`src/rtl/rssb_pkg.sv`:
```
// rssb_pkg: shared types and constants for the RSSB (reverse-subtract-skip-
// if-borrow) controller.
//   state_e  - controller FSM states
//   HALT_OP  - instruction word that stops execution
//   IO_ADDR  - RAM address mirrored to the MMIO output port when the
//              RSSB_MMIO_OUT_EN build option is enabled
package rssb_pkg;

    typedef enum logic [1:0] {
        ST_IDLE  = 2'd0,
        ST_FETCH = 2'd1,
        ST_EXEC  = 2'd2,
        ST_HALT  = 2'd3
    } state_e;

    localparam int HALT_OP = 0;
    localparam int IO_ADDR = 'h7F;

endpackage

```
`src/rtl/rssb_alu.sv`:
```
// rssb_alu: combinational subtract unit for the RSSB instruction.
//   mem_out - operand read from memory
//   acc     - accumulator
//   diff    - mem_out - acc, modulo 2^WIDTH
//   borrow  - 1 when mem_out < acc (unsigned); selects the skip
module rssb_alu #(
    parameter int WIDTH = 8
) (
    input  logic [WIDTH-1:0] mem_out,
    input  logic [WIDTH-1:0] acc,
    output logic [WIDTH-1:0] diff,
    output logic             borrow
);

    assign diff   = mem_out - acc;
    assign borrow = (mem_out < acc);

endmodule

```
`src/rtl/rssb_ctrl.sv`:
```
// rssb_ctrl: single-instruction (RSSB) processor controller, 2 clocks per
// instruction (FETCH then EXEC). Memory is external with combinational read.
//   clk, rst          - clock (rising edge), asynchronous active-low reset
//   start             - begin from IDLE, or restart from HALT
//   mem_out           - read data from memory at mem_addr
//   mem_addr          - pc in every state except EXEC, where it is ir
//   mem_in, mem_write - write data / strobe (EXEC with a RAM target only)
//   busy, halted      - FETCH/EXEC, HALT
//   pc_out, acc_out   - architectural registers
// Build option RSSB_MMIO_OUT_EN adds io_data/io_valid: a store to IO_ADDR is
// also captured on io_data with a one-cycle io_valid pulse.
module rssb_ctrl
    import rssb_pkg::*;
#(
    parameter int               WIDTH    = 8,
    parameter logic [WIDTH-1:0] PC_RESET = {1'b1, {(WIDTH-1){1'b0}}}
) (
    input  logic             clk,
    input  logic             rst,
    input  logic             start,
    input  logic [WIDTH-1:0] mem_out,
    output logic [WIDTH-1:0] mem_addr,
    output logic [WIDTH-1:0] mem_in,
    output logic             mem_write,
    output logic             busy,
    output logic             halted,
    output logic [WIDTH-1:0] pc_out,
    output logic [WIDTH-1:0] acc_out
`ifdef RSSB_MMIO_OUT_EN
    ,
    output logic [WIDTH-1:0] io_data,
    output logic             io_valid
`endif
);

    state_e           state_q, state_d;
    logic [WIDTH-1:0] pc_q, pc_d;
    logic [WIDTH-1:0] acc_q, acc_d;
    logic [WIDTH-1:0] ir_q, ir_d;

    logic [WIDTH-1:0] diff;
    logic             borrow;
    logic [WIDTH-1:0] pc_sum;
    logic [WIDTH-1:0] pc_next;

    rssb_alu #(.WIDTH(WIDTH)) u_alu (
        .mem_out (mem_out),
        .acc     (acc_q),
        .diff    (diff),
        .borrow  (borrow)
    );

    // Skip-on-borrow increment; the top bit is pinned so pc never leaves ROM.
    assign pc_sum  = pc_q + {{(WIDTH-1){1'b0}}, 1'b1} + {{(WIDTH-1){1'b0}}, borrow};
    assign pc_next = {1'b1, pc_sum[WIDTH-2:0]};

    always_comb begin
        state_d = state_q;
        pc_d    = pc_q;
        acc_d   = acc_q;
        ir_d    = ir_q;
        case (state_q)
            ST_IDLE: begin
                if (start) state_d = ST_FETCH;
            end
            ST_FETCH: begin
                ir_d    = mem_out;
                state_d = (mem_out == WIDTH'(HALT_OP)) ? ST_HALT : ST_EXEC;
            end
            ST_EXEC: begin
                acc_d   = diff;
                pc_d    = pc_next;
                state_d = ST_FETCH;
            end
            ST_HALT: begin
                if (start) begin
                    pc_d    = PC_RESET;
                    acc_d   = '0;
                    state_d = ST_FETCH;
                end
            end
            default: state_d = ST_IDLE;
        endcase
    end

    // Memory-side outputs decode from state_q so they fall with reset.
    assign mem_addr  = (state_q == ST_EXEC) ? ir_q : pc_q;
    assign mem_in    = diff;
    assign mem_write = (state_q == ST_EXEC) && !ir_q[WIDTH-1];
    assign busy      = (state_q == ST_FETCH) || (state_q == ST_EXEC);
    assign halted    = (state_q == ST_HALT);
    assign pc_out    = pc_q;
    assign acc_out   = acc_q;

`ifdef RSSB_MMIO_OUT_EN
    logic [WIDTH-1:0] io_data_q, io_data_d;
    logic             io_valid_q, io_valid_d;

    always_comb begin
        io_valid_d = (state_q == ST_EXEC) && (ir_q == WIDTH'(IO_ADDR));
        io_data_d  = io_valid_d ? diff : io_data_q;
    end

    assign io_data  = io_data_q;
    assign io_valid = io_valid_q;
`endif

    always_ff @(posedge clk or negedge rst) begin
        if (!rst) begin
            state_q <= ST_IDLE;
            pc_q    <= PC_RESET;
            acc_q   <= '0;
            ir_q    <= '0;
`ifdef RSSB_MMIO_OUT_EN
            io_data_q  <= '0;
            io_valid_q <= 1'b0;
`endif
        end else begin
            state_q <= state_d;
            pc_q    <= pc_d;
            acc_q   <= acc_d;
            ir_q    <= ir_d;
`ifdef RSSB_MMIO_OUT_EN
            io_data_q  <= io_data_d;
            io_valid_q <= io_valid_d;
`endif
        end
    end

endmodule

```
`config.mk`:
```
export PLATFORM = sky130hd
export DESIGN_NAME = rssb_ctrl
export DESIGN_NICKNAME = d
export VERILOG_FILES = /design/src/rtl/rssb_pkg.sv /design/src/rtl/rssb_alu.sv /design/src/rtl/rssb_ctrl.sv
export SDC_FILE = /design/constraint.sdc
export NUM_CORES = 1
export LEC_CHECK = 0
export BUFFER_PORTS_ARGS = -buffer_cell sky130_fd_sc_hd__buf_2
export CAP_MARGIN = 20
export CELL_PAD_IN_SITES_DETAIL_PLACEMENT = 0
export CELL_PAD_IN_SITES_GLOBAL_PLACEMENT = 1
export CORE_MARGIN = 5
export CORE_UTILIZATION = 38
export CTS_CLUSTER_DIAMETER = 60
export DETAILED_ROUTE_END_ITERATION = 7
export GPL_TIMING_DRIVEN = 0
export PLACE_DENSITY = 0.88
export RECOVER_POWER = 25
export SYNTH_ARGS = -nofsm -noshare
export SYNTH_HDL_FRONTEND = slang
export SYNTH_SLANG_ARGS = --single-unit
```
`constraint.sdc`:
```
create_clock -name clk -period 2.55 [get_ports clk]
set_input_delay 0.51 -clock clk [delete_from_list [all_inputs] [get_ports clk]]
set_output_delay 0.51 -clock clk [all_outputs]
set_load 0.005 [all_outputs]
```
==> impl_metrics.json, run 1 <==
{
  "status": "finished, violations left",
  "violations": "setup timing",
  "die_area_sq_mm": 0.00542,
  "via_per_inst": 4.89,
  "antenna_found_initial": 0,
  "grt_pass1_vias": 1241,
  "max-slew-margin-rel_pct": 9.14,
  "period_needed_ns": 2.66,
  "grt_max_degree": 26,
  "cts.htree.levels": 1,
  "synth_edf_count": 0,
  "netSwitchingPower_uw": 830,
  "io_buffers": 44,
  "ys.flop_type": "dfrtp_1",
  "dieHeight_um": 73.6,
  "finalWorstSetupSlack_ns": -0.111,
  "final.setup_skew_ns": 0.00277,
  "final_nets": 236,
  "die_width_um": 73.6,
  "cts_sinks": 25,
  "rsz0062_at_grt": "true",
  "drcViolationCount": 0,
  "async_reset_ff_share_pct": 100,
  "syn-cell-area_sq_mm": 0.00154,
  "max-cap-violations": 0,
  "hold_class": "in2reg",
  "hold_violations": 0,
  "dp_hpwl_um": 2760,
  "core_area_sq_mm": 0.00397,
  "seqPwrFrac_pct": 31.0,
  "worstHoldStart": "mem_out[0]",
  "cts_root_buf": "clkbuf_8",
  "ant_nets": 0,
  "yosysUniqueCellTypes": 32,
  "grt_overflow": 0,
  "required_ns": 2.04,
  "clock.fmax_mhz": 376,
  "crit_fanout": 3,
  "arrival_ns": 2.15,
  "setup_viol": 1,
  "p_int_mw": 1.28,
  "place.gp.congestion": 0.783,
  "synth-seq-cells": 25,
  "fin_crit_sh_pct": 104,
  "r2r_cells": 13,
  "yosysSeqAreaShare_pct": 40.7,
  "track_usage_pct": 13.9,
  "n_antenna_cell": 0,
  "path_clk_slew_ns": 0.09,
  "crit-reg2reg-launch": "acc_out[0]",
  "power.total_mw": 2.11,
  "setup_tns_ns": -0.111,
  "drive_above_1_share_pct": 36.4,
  "r2r_end": "pc_out[4]",
  "worstHoldPathCells": 2,
  "vias": 1267,
  "critPathLaunchType": "flop",
  "core.rowCount": 23,
  "avgSynthCellArea_sq_um": 9.73,
  "leakage_nw": 0.981,
  "irDropWorstVdd_mv": 0.438,
  "drt_first_pass_iters": 4,
  "synth_warnings": 0,
  "p_comb_share_pct": 57.8,
  "num_io_pins": 46,
  "clock_path_buffers": 2,
  "tritoncts": "done",
  "holdPathEnd": "ir_q[0]",
  "powerDensity_mw_per_mm2": 1080,
  "maxSlewViolCount": 0,
  "drt_iter0_drc": 76,
  "grt_pass1_wl_um": 5750,
  "pwr-share-clk_pct": 11.3,
  "routedWlPerCell_um": 14.0,
  "clock_latency_ns": 0.27,
  "p_sw_share_pct": 39.4,
  "r2r_setup_slack_ns": 0.10,
  "cts_buffers": 3,
  "syn_inst": 158,
  "syn_to_final_growth_pct": 27.0,
  "cp-end-kind": "primary output",
  "initial_core_util_pct": 38.7,
  "path_class": "reg2out",
  "drt-total-wl_um": 3620,
  "tightest_slew_ns": 1.36,
  "postSynthNetCount": 184
}
-- Yosys cell counts (2+ instances only) --
| master | n | share of area [%] |
|---|---|---|
| dfrtp_1 | 25 | 41 |
| nand4_1 | 2 | 0.81 |
| o21a_1 | 2 | 0.98 |
| xnor2_1 | 2 | 1.1 |
| inv_1 | 18 | 4.4 |
| xor2_1 | 5 | 2.8 |
| nor2_1 | 14 | 3.4 |
| nand2_1 | 13 | 3.2 |
| nor4_1 | 2 | 0.81 |
| mux2_2 | 14 | 10 |
| o21ai_0 | 12 | 3.9 |
| a22o_1 | 5 | 2.8 |
| nand2b_1 | 4 | 1.6 |
| clkbuf_1 | 4 | 0.98 |
| nor2b_1 | 2 | 0.81 |
| a21oi_1 | 4 | 1.3 |
| ha_1 | 14 | 11 |
| and3_1 | 2 | 0.81 |
-- logic make-up after synthesis --
family	synth area share [%]
AOI/OAI and AO/OA	12.1
xor gates and xnor gates	3.99
adders and majority gates	12.7
buffers and inverters	5.86
DFF	40.7
muxes	10.3
other	0.244
and+or+nand+nor	14.2
-- worst max-delay path, cell delays in order, from the launching register on --
cell and delay [ns]:
dfrtp_1 0.39, ha_4 0.16, fa_2 0.23, nor2b_4 0.05, o31a_1 0.26, o21a_1 0.19, or3_1 0.33, and2_4 0.17
buf_6 0.10
-- flip-flops by register name, indices dropped and copies added (netlist names) --
| register | count |
|---|---|
| acc_out | 8 |
| ir_q | 8 |
| pc_out | 7 |
| state_q | 2 |
-- per-stage QoR --
step | setup slack, ns | std cells | hold WS, ns | util, % | area (sq um)
floorplan | 0.0296 | 158 | 0.214 | - | 1540
global placement | -0.330 | 252 | 0.484 | 45.8 | 1820
detailed placement | -0.324 | 252 | 0.491 | 45.8 | 1820
CTS | -0.149 | 257 | 0.241 | 47.8 | 1900
global route | -0.191 | 259 | 0.483 | 49.2 | 1950
finish | -0.111 | 259 | 0.476 | 49.2 | 1950
-- how the worst max path moves through the flow --
stage | end | slack [ns] | cells past startpoint | from
after CTS | mem_in[6] | -0.15 | 8 | acc_out[0]
after global placement | pc_out[4] | -0.33 | 15 | mem_out[0]
final | mem_in[6] | -0.11 | 8 | acc_out[0]
after global routing | mem_in[6] | -0.19 | 8 | acc_out[0]
after floorplan | pc_out[4] | 0.03 | 14 | mem_out[0]
after detailed placement | pc_out[4] | -0.32 | 15 | mem_out[0]
-- repair_timing --
item	CTS	global route
hold buffers	0	0
endpoints found under the setup margin	4	9
pin swaps	0	6
setup buffers	1	2
endpoints found under the hold margin	0	0
gates resized for setup	6	10
-- metal layers --
| metal | share of wire (%) | GRT usage (%) | up-vias | wire [um] |
|---|---|---|---|---|
| met5 | 0 | 0 | - | 0 |
| met3 | 6.1 | 2.74 | 2 | 221 |
| met1 | 46 | 18.2 | 594 | 1650 |
| li1 | - | - | 638 | - |
| met4 | 0.52 | 3.62 | 0 | 19 |
| met2 | 48 | 23.4 | 33 | 1730 |
-- layout by cell type (no fill, tap or decap), drive strengths merged, types with 2 or more instances in the layout --
| master | n |
|---|---|
| inv | 18 |
| dfrtp | 25 |
| xor2 | 5 |
| o21a | 2 |
| nand2b | 4 |
| nor2b | 3 |
| and2 | 2 |
| nand2 | 13 |
| o21ai | 12 |
| nand4 | 2 |
| clkbuf | 8 |
| and3 | 2 |
| xnor2 | 2 |
| buf | 47 |
| nor2 | 14 |
| a22o | 5 |
| mux2 | 14 |
| a21oi | 4 |
| nor4 | 2 |
| ha | 14 |
-- layout make-up --
type                    count  area, sq um
fillers                   385         2020
well taps                  50         62.6
clock inverters             1         5.00
multi-input cells         110          875
repair buffers             47          254
clock buffers               3         41.3
inverters                  18         67.6
flip-flops and latches     25          626
plain buffers               5         22.5
-- power groups by stage --
stage	clock [mW]	combinational, mW	sequential, mW
after global routing	0.262	1.37	0.673
after CTS	0.246	1.18	0.650
final	0.237	1.22	0.652
after global placement	0	1.11	0.652
after detailed placement	0	1.13	0.659
after floorplan	0	0.733	0.644
Note: power is estimated with default switching activity, not from simulation.
==> run 2: changes to the inputs <==
- CORE_ASPECT_RATIO: unset -> 1.25
- HOLD_SLACK_MARGIN: unset -> 0.02
==> run 2 against run 1 <==
Effect of this change: the flow still finishes with violations (setup timing); core utilization is 1.3 points higher; flip-flop and latch count stayed put; via count is 1.3% higher; final area is 0.58% lower; power is 1.0% lower; largest power group unchanged.
==> impl_metrics.json, run 2 (synthesized netlist as in run 1, its figures left out) <==
{
  "status": "finished, violations left",
  "violations": "setup timing",
  "rsz0062_at_grt": "true",
  "clock.fmax_mhz": 374,
  "fin_cells": 262,
  "cts_root_buf": "clkbuf_8",
  "grt_pass1_vias": 1334,
  "hold_class": "reg2reg",
  "p_sw_share_pct": 39.1,
  "setup_tns_ns": -0.124,
  "ant_nets": 0,
  "critPathLaunchType": "primary input",
  "antenna_found_initial": 0,
  "grt_max_degree": 26,
  "cp_top_family": "simple AND/OR/NAND/NOR gates",
  "place.gp.congestion": 0.805,
  "r2r_setup_slack_ns": 0.14,
  "leakage_nw": 0.975,
  "grt_overflow": 0,
  "core.rowCount": 25,
  "maxSlewViolCount": 0,
  "max-cap-violations": 0,
  "critical_path_buf_inv_count": 3,
  "met3_wirelength_um": 117,
  "final.setup_skew_ns": 0.00105,
  "finish.utilization_pct": 50.5,
  "routedWlPerCell_um": 13.4,
  "cts_sinks": 25,
  "clock_path_buffers": 2,
  "n_antenna_cell": 0,
  "wl_met2_um": 1860,
  "crit_fanout": 3,
  "period_needed_ns": 2.67,
  "final_common_cell": "buf_2",
  "io_buffers": 44,
  "p_comb_share_pct": 57.4,
  "p_int_mw": 1.27,
  "hold-worst-slack_ns": 0.511,
  "max-slew-margin-rel_pct": 10.5,
  "num_io_pins": 46,
  "hold_violations": 0,
  "drcViolationCount": 0,
  "nFillCells": 393,
  "arrival_ns": 2.16,
  "path_class": "in2out",
  "pwr-share-clk_pct": 11.0,
  "required_ns": 2.04,
  "drt-total-wl_um": 3510,
  "path_clk_slew_ns": 0.08,
  "drive_above_1_share_pct": 36.1,
  "slowest_delay_ns": 0.33,
  "setup_viol": 1,
  "final_cell_mix": "buf_2, dfrtp_1, inv_1",
  "cts_buffers": 3,
  "final_nets": 235,
  "dp_hpwl_um": 2740,
  "clock_latency_ns": 0.27,
  "track_usage_pct": 14.4,
  "seqPwrFrac_pct": 31.6,
  "die_area_sq_mm": 0.00543,
  "dpl_cell_area_sq_mm": 0.00183,
  "drt_iter0_drc": 28,
  "crit_slowest_cell": "or3_4",
  "netSwitchingPower_uw": 816,
  "dieHeight_um": 81.1,
  "drt_first_pass_iters": 4,
  "tightest_slew_ns": 1.34,
  "met1Wirelength_um": 1460,
  "tritoncts": "done",
  "syn_to_final_growth_pct": 26.3,
  "path_cells": "buf_2 -> inv_2 -> ha_4 -> fa_2 -> nor2b_4 -> o31a_1 -> o21a_1 -> or3_4 -> and2_4 -> buf_6",
  "grt_pass1_wl_um": 5970,
  "top_layer": "met4",
  "finalWorstSetupSlack_ns": -0.124,
  "cts.htree.levels": 1,
  "dp_cells": 256,
  "cp-end-kind": "primary output",
  "postLayoutCellArea_sq_mm": 0.00194,
  "via_per_inst": 4.90,
  "core_area_sq_mm": 0.00385,
  "irDropWorstVdd_mv": 0.448,
  "fin_crit_sh_pct": 105,
  "powerDensity_mw_per_mm2": 1070,
  "vias": 1284,
  "die_width_um": 66.9,
  "initial_core_util_pct": 40.0
}
[run 2: cell count changes in the layout (fill, tap and decap cells not counted)]
cell      before  now
buf_2         41   42
buf_4          4    3
buf_6          2    1
clkbuf_1       5    6
clkinv_2       1    0
ha_2           1    2
ha_4           3    2
inv_1         16   17
inv_2          2    1
o21ai_0       11   10
o21ai_2        0    1
or3_1          1    0
or3_4          0    1
[run 2: power groups by stage]
| stage | Clock, mW | Combinational [mW] | Sequential, mW |
|---|---|---|---|
| floorplan | 0 | 0.733 | 0.644 |
| global placement | 0 | 1.11 | 0.663 |
| detailed placement | 0 | 1.13 | 0.669 |
| CTS | 0.239 | 1.19 | 0.660 |
| global route | 0.258 | 1.36 | 0.684 |
| finish | 0.230 | 1.20 | 0.659 |
[run 2: final cells by class]
cell class,instances,area (sq um),share of cell area (%)
Tap cell,54,67.6,3.48
Buffer,5,22.5,1.16
Inverter,18,67.6,3.48
Clock buffer,4,45.0,2.32
Sequential cell,25,626,32.2
Multi-Input combinational cell,110,873,45.0
Timing Repair Buffer,46,240,12.4
[run 2: stage by stage]
step | setup WS (ns) | power, mW
3_3_place_gp | -0.372 | 1.77
2_1_floorplan | 0.0296 | 1.38
4_1_cts | -0.143 | 2.09
6_report | -0.124 | 2.09
3_5_place_dp | -0.422 | 1.80
5_1_grt | -0.204 | 2.30
[run 2: worst paths after layout]
path / from / to / cells past startpoint
min: ir_q[0] / ir_q[0] / 1
max: mem_out[0] / mem_in[6] / 10
min in group asynchronous: rst / acc_out[6] / 1
min reg2reg: ir_q[0] / ir_q[0] / 1
max in group asynchronous: rst / ir_q[7] / 1
max reg2reg: acc_out[0] / pc_out[6] / 13
[run 2: repair_timing]
item,4_1_cts,5_1_grt
setup buffers,1,1
gates cloned,0,0
hold endpoints to repair,0,0
pin swaps,0,3
endpoints found under the setup margin,7,5
hold buffers,0,0
resized for setup,8,7
[run 2: worst reg2reg max path: cells and delay by family, from the launching register on]
family,cells,cell delay [ns]
AOI/OAI and AO/OA,3,0.45
and+or+nand+nor,4,0.33
buffers and inverters,1,0.04
xor gates and xnor gates,1,0.15
DFF,1,0.42
adders and majority gates,4,0.91
[run 2: layer usage]
layer  vias up  GRT usage [%]
met2        26           26.5
li1        635              -
met4         0           6.69
met5         -              0
met3         4           1.11
met1       619           16.8
==> run 3: changes to the inputs <==
- ABC_AREA: unset -> 0
- clock period: 2.55 -> 2.8 ns (I/O delays scaled with it)
==> run 3 against run 2 <==
Effect of this change: the run now ends clean; flip-flop and latch count unchanged; first-iteration DRC count down 11%; register-to-register slack better by 0.10 ns; global-route usage up 0.058 points; sequential share of layout area down 0.29 points; die area unchanged; non-clock buffer count up 3; via count up 1.2%; core utilization up 0.46 points; clock power down 8.7%; critical endpoint unchanged.
==> impl_metrics.json, run 3 (synthesized netlist as in run 1, its figures left out) <==
{
  "max-cap-violations": 0,
  "worstHoldStart": "ir_q[0]",
  "hold_violations": 0,
  "io_buffers": 44,
  "core.rowCount": 25,
  "hold_class": "reg2reg",
  "dieHeight_um": 81.1,
  "crit-reg2reg-launch": "acc_out[0]",
  "critPathLaunchType": "primary input",
  "arrival_ns": 2.15,
  "setup_tns_ns": 0,
  "use_met2_pct": 26.2,
  "antenna_found_initial": 0,
  "cts_root_buf": "clkbuf_8",
  "busiest_layer": "met2",
  "critical_path_buf_inv_count": 3,
  "final_common_cell": "buf_2",
  "setup_viol": 0,
  "path_clk_slew_ns": 0.08,
  "ant_nets": 0,
  "clock_latency_ns": 0.27,
  "drt_first_pass_iters": 4,
  "place.gp.congestion": 0.805,
  "crit_start": "mem_out[0]",
  "dp_cells": 256,
  "crit_slowest_cell": "or3_4",
  "drt-total-wl_um": 3490,
  "vias": 1300,
  "final_cell_mix": "buf_2, dfrtp_1, inv_1",
  "initial_core_util_pct": 40.0,
  "n_antenna_cell": 0,
  "fin_cells": 265,
  "slowest_delay_ns": 0.33,
  "grt_overflow": 0,
  "tightest_slew_ns": 1.33,
  "postCtsHoldBufs": 0,
  "tritoncts": "done",
  "max-slew-margin-rel_pct": 11.4,
  "power.total_mw": 1.89,
  "grt_pass1_wl_um": 6010,
  "die_width_um": 66.9,
  "syn_to_final_growth_pct": 27.4,
  "via_per_inst": 4.91,
  "clock_path_buffers": 2,
  "period_needed_ns": 2.71,
  "drive_above_1_share_pct": 34.6,
  "status": "finished clean",
  "hold-worst-slack_ns": 0.511,
  "drt_iter0_drc": 25,
  "grt_pass1_vias": 1339,
  "irDropWorstVdd_mv": 0.404,
  "fin_crit_sh_pct": 96.9,
  "core_area_sq_mm": 0.00385,
  "cts.htree.levels": 1,
  "final.setup_skew_ns": 0.00180,
  "num_io_pins": 46,
  "grt_max_degree": 26,
  "use_met3_pct": 1.11,
  "cts_buffers": 3,
  "drcViolationCount": 0,
  "path_cells": "buf_8 -> inv_4 -> ha_4 -> fa_2 -> nor2b_4 -> o31a_1 -> o21a_1 -> or3_4 -> and2_4 -> buf_6",
  "cp_top_family": "simple AND/OR/NAND/NOR gates",
  "cp-end-kind": "primary output",
  "pre_cts_ws_ns": -0.222,
  "maxSlewViolCount": 0,
  "gr-usage-met1_pct": 17.2,
  "required_ns": 2.24,
  "die_area_sq_mm": 0.00543,
  "final_nets": 238,
  "routedWlPerCell_um": 13.2,
  "finalWorstSetupSlack_ns": 0.0862,
  "cts_sinks": 25,
  "leakage_nw": 0.995,
  "path_class": "in2out",
  "clock.fmax_mhz": 368,
  "powerDensity_mw_per_mm2": 966,
  "dp_hpwl_um": 2740,
  "crit_fanout": 3,
  "track_usage_pct": 14.5
}
## run 3: cell types whose count changed in the layout (fill, tap and decap cells not counted), sizes merged
cell	delta
buf	+3
## run 3: timing repair
| action | in CTS | in global routing |
|---|---|---|
| hold endpoints to repair | 0 | 0 |
| endpoints found under the setup margin | 1 | 1 |
| setup buffers | 4 | 1 |
| gates resized for setup | 11 | 1 |
| pin swaps | 4 | 5 |
## run 3: per-layer routing
| metal | wire length, um | part of all wire (%) |
|---|---|---|
| met1 | 1480 | 42 |
| met5 | 0 | 0 |
| met4 | 77 | 2.2 |
| met2 | 1820 | 52 |
| met3 | 107 | 3.1 |
## run 3: cell type report
| type | instances | area [sq um] |
|---|---|---|
| multi-input cells | 110 | 856 |
| clock buffers | 4 | 45.0 |
| flip-flops and latches | 25 | 626 |
| fillers | 392 | 1890 |
| inverters | 18 | 70.1 |
| well taps | 54 | 67.6 |
| plain buffers | 5 | 22.5 |
| repair buffers | 49 | 273 |
## run 3: path summary, 6_finish.rpt
kind / to / cells past startpoint / slack [ns]
setup / recovery: mem_in[6] / 10 / 0.09
hold / removal: ir_q[0] / 1 / 0.51
setup reg to reg: pc_out[4] / 13 / 0.24
hold reg to reg: ir_q[0] / 1 / 0.51
max in group asynchronous: acc_out[4] / 1 / 1.45
min in group asynchronous: acc_out[5] / 1 / 0.57
## run 3: per-stage QoR
| step | instance area (sq um) | util (%) |
|---|---|---|
| 3_5_place_dp | 1830 | 47.4 |
| 5_1_grt | 1960 | 50.9 |
| 2_1_floorplan | 1540 | - |
| 3_3_place_gp | 1830 | 47.4 |
| 6_report | 1960 | 50.9 |
| 4_1_cts | 1950 | 50.6 |
## run 3: worst reg2reg max path: cells and delay by family (launching register included)
kind | cells | cell delay (ns)
adder cells (fa/ha/maj) | 4 | 0.96
AO/OA/AOI/OAI | 3 | 0.56
flip-flops | 1 | 0.42
AND/OR/NAND/NOR | 4 | 0.34
XOR/XNOR | 1 | 0.15
buffers and inverters | 1 | 0.05
## run 3: power breakdown
group	switching [mW]	internal [mW]
combinational	0.523	0.559
sequential	0.103	0.497
clock	0.108	0.102
